`config.mk`:
```
export PLATFORM = sky130hd
export DESIGN_NAME = rv32i_writeback_flat
export DESIGN_NICKNAME = d
export VERILOG_FILES = /design/src/rtl/rv32i_writeback_if.sv /design/src/rtl/rv32i_writeback.sv /design/src/flat_wrapper.sv
export SDC_FILE = /design/constraint.sdc
export NUM_CORES = 1
export LEC_CHECK = 0
export CORE_ASPECT_RATIO = 0.75
export CORE_MARGIN = 1
export CORE_UTILIZATION = 25
export CTS_BUF_LIST = sky130_fd_sc_hd__clkbuf_4
export DETAILED_ROUTE_END_ITERATION = 6
export GPL_ROUTABILITY_DRIVEN = 0
export MAX_ROUTING_LAYER = met4
export PLACE_DENSITY = 0.53
export SYNTH_ARGS = -nofsm -noshare
export SYNTH_HDL_FRONTEND = slang
export SYNTH_SLANG_ARGS = --single-unit
```
`constraint.sdc`:
```
create_clock -name clk -period 1.98 [get_ports clk]
set_input_delay 0.396 -clock clk [delete_from_list [all_inputs] [get_ports clk]]
set_output_delay 0.396 -clock clk [all_outputs]
set_load 0.1 [all_outputs]
```
`src/rtl/rv32i_writeback_if.sv`:
```
// Execute-to-writeback handshake plus load-data response bundle.
//   ex_valid/ex_ready : instruction handoff from execute
//   ex_rd, ex_result  : destination register and ALU result
//   ex_is_load, ex_funct3, ex_addr_lo : load descriptor
//   mem_rvalid, mem_rdata, mem_err    : load data response
// master: the side presenting instructions and responses; slave: writeback.
interface rv32i_writeback_if;
    logic        ex_valid;
    logic        ex_ready;
    logic [4:0]  ex_rd;
    logic [31:0] ex_result;
    logic        ex_is_load;
    logic [2:0]  ex_funct3;
    logic [1:0]  ex_addr_lo;
    logic        mem_rvalid;
    logic [31:0] mem_rdata;
    logic        mem_err;

    modport master (
        output ex_valid, ex_rd, ex_result, ex_is_load, ex_funct3, ex_addr_lo,
        output mem_rvalid, mem_rdata, mem_err,
        input  ex_ready
    );

    modport slave (
        input  ex_valid, ex_rd, ex_result, ex_is_load, ex_funct3, ex_addr_lo,
        input  mem_rvalid, mem_rdata, mem_err,
        output ex_ready
    );
endinterface

```
`src/rtl/rv32i_writeback.sv`:
```
// RV32I writeback stage: accepts ALU results and loads from execute, waits
// for the load response, extracts/extends load data and drives the single
// register-file write port. Keeps a pending-write scoreboard (sb_busy).
// Ports:
//   clk, rst        : clock, synchronous active-high reset
//   wb (slave)      : execute handshake and load response
//   wr_en/addr/data : registered register-file write port
//   sb_busy         : pending-write bitmap, bit 0 always 0
//   load_err        : one-cycle pulse for a faulted or illegal load
//   idle            : no load outstanding and no write in flight
// Optional: define RV32I_WB_FWD_EN to add fwd_valid/fwd_addr/fwd_data, a
// combinational forward of load data in the response cycle; the load's
// scoreboard bit then clears at the response edge.
module rv32i_writeback (
    input  logic               clk,
    input  logic               rst,
    rv32i_writeback_if.slave   wb,
    output logic               wr_en,
    output logic [4:0]         wr_addr,
    output logic [31:0]        wr_data,
    output logic [31:0]        sb_busy,
    output logic               load_err,
    output logic               idle
`ifdef RV32I_WB_FWD_EN
    ,
    output logic               fwd_valid,
    output logic [4:0]         fwd_addr,
    output logic [31:0]        fwd_data
`endif
);

    typedef enum logic {IDLE, WAIT_LOAD} state_t;

    state_t      state_q, state_d;
    logic [4:0]  pend_rd;
    logic [2:0]  pend_f3;
    logic [1:0]  pend_addr;
    logic        accept, rsp, rsp_err, legal;
    logic [7:0]  ld_byte;
    logic [15:0] ld_half;
    logic [31:0] ld_data;
    logic [31:0] sb_set, sb_clr, sb_next;

    assign wb.ex_ready = (state_q == IDLE);
    assign accept      = wb.ex_valid && (state_q == IDLE);
    assign rsp         = (state_q == WAIT_LOAD) && wb.mem_rvalid;
    assign idle        = (state_q == IDLE) && !wr_en;

    // Load extraction and legality from the captured descriptor.
    always_comb begin
        ld_byte = wb.mem_rdata[{pend_addr, 3'b000} +: 8];
        ld_half = wb.mem_rdata[{pend_addr[1], 4'b0000} +: 16];
        legal   = 1'b0;
        ld_data = '0;
        case (pend_f3)
            3'b000: begin legal = 1'b1;               ld_data = {{24{ld_byte[7]}}, ld_byte};  end
            3'b100: begin legal = 1'b1;               ld_data = {24'b0, ld_byte};             end
            3'b001: begin legal = !pend_addr[0];      ld_data = {{16{ld_half[15]}}, ld_half}; end
            3'b101: begin legal = !pend_addr[0];      ld_data = {16'b0, ld_half};             end
            3'b010: begin legal = (pend_addr == 2'b00); ld_data = wb.mem_rdata;               end
            default: begin legal = 1'b0;              ld_data = '0;                           end
        endcase
        rsp_err = wb.mem_err || !legal;
    end

    always_comb begin
        state_d = state_q;
        case (state_q)
            IDLE:      if (accept && wb.ex_is_load) state_d = WAIT_LOAD;
            WAIT_LOAD: if (wb.mem_rvalid)           state_d = IDLE;
            default:                                state_d = IDLE;
        endcase
    end

    always_ff @(posedge clk) begin
        if (rst) state_q <= IDLE;
        else     state_q <= state_d;
    end

    always_ff @(posedge clk) begin
        if (rst) begin
            wr_en     <= 1'b0;
            wr_addr   <= '0;
            wr_data   <= '0;
            load_err  <= 1'b0;
            pend_rd   <= '0;
            pend_f3   <= '0;
            pend_addr <= '0;
        end else begin
            wr_en    <= 1'b0;
            load_err <= 1'b0;
            if (accept && !wb.ex_is_load) begin
                wr_en   <= (wb.ex_rd != 5'd0);
                wr_addr <= wb.ex_rd;
                wr_data <= wb.ex_result;
            end else if (accept) begin
                pend_rd   <= wb.ex_rd;
                pend_f3   <= wb.ex_funct3;
                pend_addr <= wb.ex_addr_lo;
            end
            if (rsp) begin
                if (rsp_err) begin
                    load_err <= 1'b1;
                end else begin
                    wr_en   <= (pend_rd != 5'd0);
                    wr_addr <= pend_rd;
                    wr_data <= ld_data;
                end
            end
        end
    end

    // Clear on completion, then OR in new sets so a same-edge set wins.
    // pend_rd still names the faulted load during the load_err cycle.
    always_comb begin
        sb_set = '0;
        sb_clr = '0;
        if (accept && (wb.ex_rd != 5'd0)) sb_set[wb.ex_rd] = 1'b1;
        if (wr_en)                        sb_clr[wr_addr]  = 1'b1;
        if (load_err)                     sb_clr[pend_rd]  = 1'b1;
`ifdef RV32I_WB_FWD_EN
        if (rsp && !rsp_err)              sb_clr[pend_rd]  = 1'b1;
`endif
        sb_next = (sb_busy & ~sb_clr) | sb_set;
    end

    always_ff @(posedge clk) begin
        if (rst) sb_busy <= '0;
        else     sb_busy <= {sb_next[31:1], 1'b0};
    end

`ifdef RV32I_WB_FWD_EN
    assign fwd_valid = rsp && !rsp_err && (pend_rd != 5'd0);
    assign fwd_addr  = pend_rd;
    assign fwd_data  = ld_data;
`endif

endmodule

```
`src/flat_wrapper.sv`:
```
// flat-port wrapper written by rule: the top's interface ports become plain ports
module rv32i_writeback_flat 
  (clk, rst, wr_en, wr_addr, wr_data, sb_busy, load_err, idle, wb_ex_valid, wb_ex_rd, wb_ex_result, wb_ex_is_load, wb_ex_funct3, wb_ex_addr_lo, wb_mem_rvalid, wb_mem_rdata, wb_mem_err, wb_ex_ready);
  rv32i_writeback_if wb_i ();
  input  logic clk;
  input  logic rst;
  output logic wr_en;
  output logic [4:0] wr_addr;
  output logic [31:0] wr_data;
  output logic [31:0] sb_busy;
  output logic load_err;
  output logic idle;
  input wire logic [$bits(wb_i.ex_valid)-1:0] wb_ex_valid;
  input wire logic [$bits(wb_i.ex_rd)-1:0] wb_ex_rd;
  input wire logic [$bits(wb_i.ex_result)-1:0] wb_ex_result;
  input wire logic [$bits(wb_i.ex_is_load)-1:0] wb_ex_is_load;
  input wire logic [$bits(wb_i.ex_funct3)-1:0] wb_ex_funct3;
  input wire logic [$bits(wb_i.ex_addr_lo)-1:0] wb_ex_addr_lo;
  input wire logic [$bits(wb_i.mem_rvalid)-1:0] wb_mem_rvalid;
  input wire logic [$bits(wb_i.mem_rdata)-1:0] wb_mem_rdata;
  input wire logic [$bits(wb_i.mem_err)-1:0] wb_mem_err;
  output wire logic [$bits(wb_i.ex_ready)-1:0] wb_ex_ready;
  assign wb_i.ex_valid = wb_ex_valid;
  assign wb_i.ex_rd = wb_ex_rd;
  assign wb_i.ex_result = wb_ex_result;
  assign wb_i.ex_is_load = wb_ex_is_load;
  assign wb_i.ex_funct3 = wb_ex_funct3;
  assign wb_i.ex_addr_lo = wb_ex_addr_lo;
  assign wb_i.mem_rvalid = wb_mem_rvalid;
  assign wb_i.mem_rdata = wb_mem_rdata;
  assign wb_i.mem_err = wb_mem_err;
  assign wb_ex_ready = wb_i.ex_ready;
  rv32i_writeback u_core (.clk(clk), .rst(rst), .wb(wb_i), .wr_en(wr_en), .wr_addr(wr_addr), .wr_data(wr_data), .sb_busy(sb_busy), .load_err(load_err), .idle(idle));
endmodule
```
==> qor.txt, run 1 <==
status -> finished, violations left
failing checks -> design-rule violations
Max-slew headroom -> 62.3%
R2R depth -> 6
sequential power share -> 45.0%
initial core utilization -> 25.9%
Clock Sinks -> 81
reg-to-reg slack, setup -> 130 ps
syn avg cell area -> 9.45 sq um
Switching Fraction -> 38.2%
antenna-violating nets left -> 0
row count -> 40
post-synthesis cell type count -> 43
vias in the first global route -> 4079
syn_nets -> 526
Clk pwr share -> 23.4%
io pins -> 153
Worst Setup End Kind -> flip-flop
post-synthesis sequential area ratio -> 38.5%
Worst Setup SP -> u_core.pend_f3[1]$_SDFFE_PP0P_
crit share post-route -> 93.6%
clk_lat worst skew -> 470 ps
total track usage -> 18.1%
fin nets -> 690
dpl hpwl -> 11400 um
NetSw -> 0.00151 W
internal power -> 0.00243 W
ratio of cells with drive above 1 in the final layout -> 27.3%
critical path data arrival time -> 2210 ps
Max Root-Sink Buffers -> 2
Chip Height -> 114 um
actual slew at the worst max-slew pin -> 565 ps
Non-Filler Instances -> 826
router iterations before antenna repair -> 7
Mapped Area -> 4220 sq um
first-pass GRT wire length -> 23400 um
Post-synth EDFFs -> 0
critical path type -> flip-flop to flip-flop
Synth Flop Type -> dfxtp_1
peak supply drop -> 0.244 mV
pre-CTS setup slack -> -115 ps
# Post-CTS Setup Buffers -> 0
Via-to-Cell Ratio -> 5.15
Crit Reg-Reg Endpoint -> u_core.wr_data[4]$_SDFF_PP0_
final setup violation count -> 0
IO buf count -> 151
Layout area overhead -> 48.7%
initial antenna violation count -> 1
gr ovfl total -> 0
DR vias -> 4253
Comb pwr share -> 31.6%
Clock transition at path regs -> 140 ps
DRC Markers -> 9
achievable frequency -> 540 MHz
YS warnings -> 0
Routed Wire Length -> 15100 um
Hold Path Class -> primary input to flip-flop
RSZ-0062 raised after global routing -> no
#FFs+latches synth -> 81
largest net degree at the start of global routing -> 82
drt first-iter violations -> 274
post-layout min period -> 1850 ps
core box area -> 16300 sq um
crit-path max FO -> 11
hold_buf cts -> 0
CTS Root Cell -> clkbuf_4
CTS Buf Count -> 9
Routed WL per cell -> 18.3 um
CTS tree -> yes
Die Area -> 17400 sq um
share of flip-flops with an asynchronous set or reset -> 0%
Clock Skew -> 15.2 ps
Slew Limit Fails -> 0
last element of the critical path -> u_core.wr_data[4]$_SDFF_PP0_
placed insts -> 809
Worst R2R Start -> u_core.pend_f3[1]$_SDFFE_PP0P_
WHS -> 444 ps
final worst slack -> 127 ps
H-tree depth -> 3
gate count of the mapped netlist -> 446
pwr dens -> 628 nW/um^2
CP Launch Type -> flip-flop
Leakage Power -> 2.39 nW
Max Cap Viol -> 0
Final Hold Vio Count -> 0
Die W -> 152 um
required time worst endpoint -> 2340 ps
## cell usage after synthesis, types with 5 or more instances
cell | instances | share of area [%]
dfxtp_1 | 81 | 38
a22oi_1 | 69 | 12
nor2_1 | 48 | 4.3
mux2i_1 | 37 | 8.8
nand2_1 | 26 | 2.3
clkbuf_1 | 23 | 2.0
a211oi_1 | 20 | 3.6
a221oi_1 | 14 | 2.9
and3b_1 | 14 | 2.9
nor3b_1 | 13 | 2.3
a221oi_2 | 10 | 3.6
a21oi_1 | 8 | 0.95
a222oi_1 | 7 | 1.7
buf_2 | 7 | 0.83
mux2_2 | 7 | 1.9
and3_1 | 6 | 0.89
and2b_1 | 5 | 0.89
nand3_1 | 5 | 0.59
nor2b_1 | 5 | 0.74
nor3_1 | 5 | 0.59
## power by group through the flow
stage | registers [W] | logic (W) | clock network, W
final | 0.00177 | 0.00124 | 0.000923
after global routing | 0.00178 | 0.00130 | 0.00104
after CTS | 0.00177 | 0.00125 | 0.000964
after detailed placement | 0.00181 | 0.00124 | 0
after global placement | 0.00180 | 0.00123 | 0
after floorplan | 0.00219 | 0.000375 | 0
## metal layers
layer | global-route usage (%) | routed length (um)
met1 | 24.1 | 7230
met2 | 26.8 | 6870
met3 | 5.49 | 946
met4 | 3.67 | 87
met5 | - | 0
## cell usage in the layout (no fill, tap or decap), types with 2 or more instances in the layout
cell and instances:
buf_4 102, clkdlybuf4s50_1 78, dfxtp_1 78, a22oi_1 69, nor2_1 47, mux2i_1 37
nand2_1 26, a211oi_1 20, buf_12 17, and3b_1 14, a221oi_1 14, nor3b_1 12
a221oi_2 10, clkbuf_4 9, a21oi_1 8, mux2_2 7, a222oi_1 7, and3_1 6
nor2b_1 5, nor3_1 5, nand3_1 5, and2b_1 5, inv_6 3, dfxtp_2 3
inv_1 2, nor3b_2 2, nand2b_1 2, clkinv_2 2
## logic make-up (layout without fill, tap and decap cells)
| logic type | Yosys count | after routing | share of synthesized area, % |
|---|---|---|---|
| and+or+nand+nor | 137 | 137 | 17.7 |
| AOI/OAI and AO/OA | 136 | 136 | 27.1 |
| DFF | 81 | 81 | 38.5 |
| buffers and inverters | 47 | 216 | 6.02 |
| muxes | 44 | 44 | 10.7 |
| other | 1 | 2 | 0.0889 |
## timing repair
item                       in CTS  in global routing
resized for setup               1                  2
pin swaps                       0                  1
setup endpoints to repair       1                 28
## worst min-delay path by stage
stage                                          start                                to  slack, ps  depth (start not counted)
floorplan           u_core.pend_addr[0]$_SDFFE_PP0P_  u_core.pend_addr[0]$_SDFFE_PP0P_        470                          2
detailed placement     u_core.sb_busy[16]$_SDFF_PP0_     u_core.sb_busy[16]$_SDFF_PP0_        500                          2
global route                                     rst     u_core.sb_busy[31]$_SDFF_PP0_        410                          3
global placement       u_core.sb_busy[12]$_SDFF_PP0_     u_core.sb_busy[12]$_SDFF_PP0_        500                          2
CTS                                              rst      u_core.sb_busy[9]$_SDFF_PP0_        390                          3
finish                                           rst     u_core.wr_data[23]$_SDFF_PP0_        440                          3
## sequential cells by signal, summed over array words and instances (netlist names)
register / cells
u_core.pend_rd: 5
u_core.wr_en: 1
u_core.sb_busy: 31
u_core.state_q: 1
u_core.wr_data: 32
u_core.wr_addr: 5
u_core.load_err: 1
u_core.pend_addr: 2
u_core.pend_f3: 3
## through the flow
| stage | TNS, ps | utilization [%] | total power [W] | area (sq um) |
|---|---|---|---|---|
| after floorplan | 0 | - | 0.00257 | 4220 |
| after global placement | -2440 | 37.8 | 0.00304 | 6140 |
| after detailed placement | -2410 | 37.8 | 0.00305 | 6140 |
| after CTS | 0 | 38.5 | 0.00398 | 6270 |
| after global routing | 0 | 38.5 | 0.00412 | 6270 |
| final | 0 | 38.5 | 0.00394 | 6270 |
## worst max-delay path, stage by stage, from the launching register on
cell	delay, ps
dfxtp_1	450
nor3b_2	220
o21bai_1	180
buf_4	170
a222oi_1	480
buf_4	200
a211oi_1	50
## final cells by class
type	instances	area (sq um)
flip-flops and latches	81	1630
clock inverters	7	52.6
repair buffers	198	1890
clock buffers	9	67.6
fillers	1621	10000
inverters	2	7.51
diodes	1	2.50
well taps	210	263
multi-input cells	318	2360
Power figures use the tool's default switching activity.
==> run 2: changes to the inputs <==
--- a/config.mk
+++ b/config.mk
@@ -5,6 +5,7 @@
 export SDC_FILE = /design/constraint.sdc
 export NUM_CORES = 1
 export LEC_CHECK = 0
+export ABC_CLOCK_PERIOD_IN_PS = 1980
 export CORE_ASPECT_RATIO = 0.75
 export CORE_MARGIN = 1
 export CORE_UTILIZATION = 25
==> results of run 2 <==
Same layout as run 1: the final DEF is identical, and so are final timing and power.
==> RTL change 1 (config.mk and constraints of run 2) <==
Make the reset (`rst`) asynchronous in 3 clocked blocks. Comments in the files are not updated.
--- a/src/rtl/rv32i_writeback.sv
+++ b/src/rtl/rv32i_writeback.sv
@@ -72,12 +72,12 @@
         endcase
     end
 
-    always_ff @(posedge clk) begin
+    always_ff @(posedge clk or posedge rst) begin
         if (rst) state_q <= IDLE;
         else     state_q <= state_d;
     end
 
-    always_ff @(posedge clk) begin
+    always_ff @(posedge clk or posedge rst) begin
         if (rst) begin
             wr_en     <= 1'b0;
             wr_addr   <= '0;
@@ -124,7 +124,7 @@
         sb_next = (sb_busy & ~sb_clr) | sb_set;
     end
 
-    always_ff @(posedge clk) begin
+    always_ff @(posedge clk or posedge rst) begin
         if (rst) sb_busy <= '0;
         else     sb_busy <= {sb_next[31:1], 1'b0};
     end
Function: differs if rst is asserted again (counterexample within 4 cycles, from zero or initial values and one cycle with rst high); with rst held inactive, the same outputs for 4 cycles.
==> RTL change 1 against run 2 <==
Routed wire length up 9.9%. Worst setup slack lost 0.066 ns. Critical endpoint is now u_core.wr_data[23]. Sequential cell count unchanged. Synthesized area is 6.7% higher. Design area grew 9.7%. Non-clock buffer count is 10 higher.
Power is not compared: it rests on default switching activity, and its combinational part moved more than twofold at a synthesized area within 25%.
==> RTL change 1: results (changes against run 2) <==
| Metric | Reported | Unit | Change |
|:---|:---|:---|:---|
| Overall fraction of global-route tracks in use | 18.4 | % | was 18.1% |
| Worst clock skew | 0.00814 | ns | was 0.0152 ns |
| Sequential cell area share | 29.5 | % | was 25.9% |
| Count of inverters not on the clock network in the layout | 4 | - | was 2 |
| Normalized max-slew margin | 62.9 | % | was 62.3% |
| Mux share of post-synthesis cell area | 5.62 | % | was 10.7% |
| Detailed Route Iter0 Violations | 401 | - | was 274 |
| Number of global-route vias before repair | 4473 | - | was 4079 |
| Proportion of layout cells with a drive suffix above 1 | 29.8 | % | was 27.3% |
| Fraction of area in clock buffers and inverters | 2.71 | % | was 1.92% |
| Layout net count | 713 | - | was 690 |
| Relative area of non-clock buffer cells in the final design | 30.0 | % | was 30.2% |
| End of the worst register-to-register path | u_core.wr_data[23] | - | was u_core.wr_data[4] |
| Arrival @ worst endpoint | 2.27 | ns | was 2.21 ns |
| R2r setup slk | 0.06 | ns | was 0.13 ns |
| Nets in the synthesized netlist | 534 | - | was 526 |
| Async set-or-reset flop fraction in the synthesized netlist | 100 | % | was 0% |
| Largest fanout on the critical path | 16 | - | was 11 |
| Average via count per standard cell | 5.18 | - | was 5.15 |
| Run status | complete, no violations | - | was complete, but fails checks |
| Synth top area cells | sky130_fd_sc_hd__dfrtp_1 (45%), sky130_fd_sc_hd__nand2_1 (7.1%), sky130_fd_sc_hd__a22oi_1 (5.5%) | - | was sky130_fd_sc_hd__dfxtp_1 (38%), sky130_fd_sc_hd__a22oi_1 (12%), sky130_fd_sc_hd__mux2i_1 (8.8%) |
| Fraction of the yosys area taken by sequential cells | 45.1 | % | was 38.5% |
| Clock buffer count | 11 | - | was 9 |
| Fraction of area in multi-input gates | 33.1 | % | was 37.6% |
| Count of fill cells added during filler insertion | 1725 | - | was 1621 |
| Number of search-and-repair iterations in the first detailed-routing pass | 5 | - | was 7 |
| Post-DP HPWL | 12.2 | mm | was 11.4 mm |
| Worst setup path class | flip-flop to flip-flop | - | unchanged |
| Wire length reported by the detailed router | 16.6 | mm | was 15.1 mm |
| Non-clock buffer total of the final layout | 208 | - | was 198 |
RTL change 1: cell types whose count changed after synthesis, moves of 19 or more:
cell                              run 2  this run
sky130_fd_sc_hd__nor2_1              48        15
sky130_fd_sc_hd__a22oi_1             69        33
sky130_fd_sc_hd__mux2i_1             37         5
sky130_fd_sc_hd__nand2_1             26        85
sky130_fd_sc_hd__a22o_1               0        27
sky130_fd_sc_hd__a211oi_1            20         1
sky130_fd_sc_hd__dfxtp_1             81         0
sky130_fd_sc_hd__dfrtp_1              0        81
RTL change 1: worst min-delay path by stage:
stage / cells after the start / start / slack (ns) / to
detailed placement: 1 / u_core.sb_busy[7] / 0.49 / u_core.sb_busy[7]
global placement: 1 / u_core.sb_busy[18] / 0.50 / u_core.sb_busy[18]
global route: 3 / rst / 0.42 / u_core.wr_data[0]
CTS: 3 / rst / 0.39 / u_core.wr_data[8]
finish: 3 / rst / 0.39 / u_core.wr_data[8]
floorplan: 1 / wb_mem_rvalid / 0.51 / u_core.state_q
RTL change 1: critical path, stage by stage, from the launching register on:
cell and delay (ns):
sky130_fd_sc_hd__dfrtp_1 0.45, sky130_fd_sc_hd__buf_8 0.19, sky130_fd_sc_hd__mux2_2 0.37, sky130_fd_sc_hd__a22oi_2 0.23, sky130_fd_sc_hd__a211oi_4 0.10, sky130_fd_sc_hd__buf_12 0.16, sky130_fd_sc_hd__a311o_2 0.31
RTL change 1: metrics by stage:
stage | setup slack (ns) | total power [W] | instances | area (sq um)
6_report | 0.0609 | 0.0104 | 881 | 6880
5_1_grt | -0.00984 | 0.0108 | 881 | 6880
4_1_cts | 0.0233 | 0.0104 | 876 | 6800
3_5_place_dp | -0.194 | 0.00908 | 859 | 6600
3_3_place_gp | -0.136 | 0.00902 | 859 | 6600
2_1_floorplan | 0.0107 | 0.00726 | 454 | 4510
RTL change 1: per-layer routing:
layer / global-route usage, % / routed length (microns) / up-vias
met5: - / 0 / -
met4: 4.90 / 218 / 0
met3: 4.58 / 1130 / 18
met2: 27.0 / 7550 / 171
met1: 25.1 / 7730 / 2295
li1: - / - / 2082
RTL change 1: report_power, final:
part           switching [W]  internal, W
clock               0.000628     0.000668
sequential          0.000515      0.00217
combinational        0.00466      0.00174
total                0.00580      0.00458
RTL change 1: cells by family (layout without fill, tap and decap cells):
| group | count (synthesis) | after routing |
|---|---|---|
| other | 1 | 2 |
| muxes | 23 | 23 |
| AOI/OAI and AO/OA | 141 | 141 |
| and+or+nand+nor | 164 | 164 |
| buffers and inverters | 44 | 228 |
| DFF | 81 | 81 |
RTL change 1: repair_timing:
| item | in CTS | in global routing |
|---|---|---|
| endpoints found under the hold margin | 0 | 0 |
| buffers inserted | 1 | 3 |
| pin swaps | 1 | 2 |
| resized for setup | 0 | 8 |
| setup endpoints to repair | 16 | 17 |
| cloned | 0 | 1 |
==> RTL change 2 (flow settings as in run 2) <==
Without the edit above. Put one more register stage on the output `load_err`. The value now appears one clock later. The other outputs are not delayed to match. Comments in the files are not updated.
--- a/src/rtl/rv32i_writeback.sv
+++ b/src/rtl/rv32i_writeback.sv
@@ -30,6 +30,8 @@
 );
 
     typedef enum logic {IDLE, WAIT_LOAD} state_t;
+
+    logic load_err_s0;
 
     state_t      state_q, state_d;
     logic [4:0]  pend_rd;
@@ -82,13 +84,13 @@
             wr_en     <= 1'b0;
             wr_addr   <= '0;
             wr_data   <= '0;
-            load_err  <= 1'b0;
+            load_err_s0 <= 1'b0;
             pend_rd   <= '0;
             pend_f3   <= '0;
             pend_addr <= '0;
         end else begin
             wr_en    <= 1'b0;
-            load_err <= 1'b0;
+            load_err_s0 <= 1'b0;
             if (accept && !wb.ex_is_load) begin
                 wr_en   <= (wb.ex_rd != 5'd0);
                 wr_addr <= wb.ex_rd;
@@ -100,7 +102,7 @@
             end
             if (rsp) begin
                 if (rsp_err) begin
-                    load_err <= 1'b1;
+                    load_err_s0 <= 1'b1;
                 end else begin
                     wr_en   <= (pend_rd != 5'd0);
                     wr_addr <= pend_rd;
@@ -117,7 +119,7 @@
         sb_clr = '0;
         if (accept && (wb.ex_rd != 5'd0)) sb_set[wb.ex_rd] = 1'b1;
         if (wr_en)                        sb_clr[wr_addr]  = 1'b1;
-        if (load_err)                     sb_clr[pend_rd]  = 1'b1;
+        if (load_err_s0)                     sb_clr[pend_rd]  = 1'b1;
 `ifdef RV32I_WB_FWD_EN
         if (rsp && !rsp_err)              sb_clr[pend_rd]  = 1'b1;
 `endif
@@ -135,5 +137,9 @@
     assign fwd_data  = ld_data;
 `endif
 
+    always_ff @(posedge clk) begin
+        load_err <= load_err_s0;
+    end
+
 endmodule
 
Behaviour: not the same (Yosys sat finds a counterexample within 4 cycles, from zero or initial values and one cycle with rst high).
==> RTL change 2 against run 2 <==
The run still ends with design-rule violations left. Synthesized area grew 0.47%. Routed wire length grew 4.7%. Design area grew 0.36%. Critical path depth grew 1. Total power grew 3.9%. Worst setup slack gained 0.0096 ns. Sequential cell count grew 1. Critical path type unchanged. Largest cell class unchanged. Highest routed layer unchanged.
==> RTL change 2: results (changes against run 2) <==
| Metric | Reported | Unit | Change |
|:---|:---|:---|:---|
| Number of global-route vias before repair | 4322 | - | was 4079 |
| Maximum vdd ir drop | 0.000257 | V | was 0.000244 V |
| Synth top area cells | sky130_fd_sc_hd__dfxtp_1 (39%), sky130_fd_sc_hd__a22oi_1 (12%), sky130_fd_sc_hd__mux2i_1 (8.7%) | - | was sky130_fd_sc_hd__dfxtp_1 (38%), sky130_fd_sc_hd__a22oi_1 (12%), sky130_fd_sc_hd__mux2i_1 (8.8%) |
| Final hold slack | 0.418 | ns | was 0.444 ns |
| Overall fraction of global-route tracks in use | 18.7 | % | was 18.1% |
| Violated checks | design-rule violations | - | unchanged |
| Fraction of the yosys area taken by sequential cells | 38.7 | % | was 38.5% |
| Cell count of the worst reg-to-reg path | 7 | - | was 6 |
| First-pass GRT wire length | 24.2 | mm | was 23.4 mm |
| Worst clock skew | 0.0200 | ns | was 0.0152 ns |
| Cell count of the worst hold path | 2 | - | was 3 |
| Wire length reported by the detailed router | 15.8 | mm | was 15.1 mm |
| Gate family responsible for the most delay along the worst path | compound AO/OA/AOI/OAI gates | - | unchanged |
| Normalized max-slew margin | 61.8 | % | was 62.3% |
| Proportion of layout cells with a drive suffix above 1 | 27.0 | % | was 27.3% |
| Top flop regs | u_core.wr_data: 32 flops, u_core.sb_busy: 31 flops | - | unchanged |
| Arrival @ worst endpoint | 2.19 | ns | was 2.21 ns |
| Nets in the synthesized netlist | 527 | - | was 526 |
| Remaining routing DRC violations | 7 | - | was 9 |
| Run status | complete, but fails checks | - | unchanged |
| Hold EP | u_core.wr_data[5] | - | was u_core.wr_data[23] |
| Largest net degree at the start of global routing | 53 | - | was 82 |
| End of the worst register-to-register path | u_core.wr_data[6] | - | was u_core.wr_data[4] |
| Average instance area after synthesis | 9.48 | sq um | was 9.45 sq um |
| Layout net count | 689 | - | was 690 |
| Number of vias in the routed layout | 4383 | - | was 4253 |
| Detailed Route Iter0 Violations | 358 | - | was 274 |
| Post-DP HPWL | 11.9 | mm | was 11.4 mm |
| Number of cells in the design after placement | 808 | - | was 809 |
| Largest fanout on the critical path | 10 | - | was 11 |
| Count of fill cells added during filler insertion | 1634 | - | was 1621 |
| Non-Filler Instances | 825 | - | was 826 |
| Most numerous cell types in the synthesized netlist | sky130_fd_sc_hd__dfxtp_1 (82), sky130_fd_sc_hd__a22oi_1 (69), sky130_fd_sc_hd__nor2_1 (48) | - | was sky130_fd_sc_hd__dfxtp_1 (81), sky130_fd_sc_hd__a22oi_1 (69), sky130_fd_sc_hd__nor2_1 (48) |
==> RTL change 2: cell count changes after synthesis <==
cell	run 2	this run
sky130_fd_sc_hd__dfxtp_1	81	82
==> RTL change 2: worst max path at each step <==
| stage | cells after the start | startpoint | slack [ns] | end |
|---|---|---|---|---|
| after floorplan | 4 | u_core.wr_addr[4] | 0.03 | u_core.sb_busy[19] |
| after global placement | 7 | wb_mem_rdata[31] | -0.15 | u_core.wr_data[18] |
| after detailed placement | 5 | wb_mem_rvalid | -0.19 | u_core.wr_data[17] |
| after CTS | 5 | u_core.pend_addr[1] | 0.05 | u_core.wr_data[17] |
| after global routing | 5 | u_core.pend_f3[0] | 0.03 | u_core.wr_data[4] |
| final | 7 | u_core.pend_f3[1] | 0.14 | u_core.wr_data[6] |
==> RTL change 2: logic make-up after synthesis <==
group	count (synthesis)	share of synthesized area, %
simple gates	137	17.6
flops	82	38.7
compound gates	136	27.0
mux	44	10.6
buf+inv	47	5.99
other cells	1	0.0885
==> RTL change 2: power breakdown <==
part           internal [W]  switching (W)  leakage [nW]
logic              0.000462       0.000794          1.66
clock network      0.000393       0.000658        0.0765
registers           0.00172      0.0000649         0.668
==> RTL change 2: routing by layer <==
layer	GRT usage, %	share of wire [%]	up-vias
met5	-	0	-
met4	5.99	1.4	0
met3	4.26	6.6	16
met2	27.7	44	180
met1	25.0	48	2153
li1	-	-	2034
==> RTL change 2: layout make-up <==
type / count / share of cell area [%]
clock inverter: 7 / 1.23
antenna: 1 / 0.0398
timing repair buffer: 196 / 29.5
clock buffer: 9 / 1.07
tap: 210 / 4.18
inverter: 2 / 0.119
multi-input combinational: 318 / 37.7
sequential: 82 / 26.1
==> RTL change 2: what timing repair did <==
item	CTS	global route
endpoints found under the setup margin	5	22
gates resized for setup	3	3
setup buffers	0	0
==> RTL change 2: per-stage QoR <==
step | setup TNS, ns | instance area, sq um | power, W | worst slack (ns) | util [%]
after floorplan | 0 | 4240 | 0.00259 | 0.0263 | -
after global placement | -3.47 | 6120 | 0.00306 | -0.154 | 37.6
after detailed placement | -4.07 | 6120 | 0.00307 | -0.189 | 37.6
after CTS | 0 | 6280 | 0.00414 | 0.0488 | 38.6
after global routing | 0 | 6290 | 0.00427 | 0.0313 | 38.7
final | 0 | 6290 | 0.00409 | 0.137 | 38.7
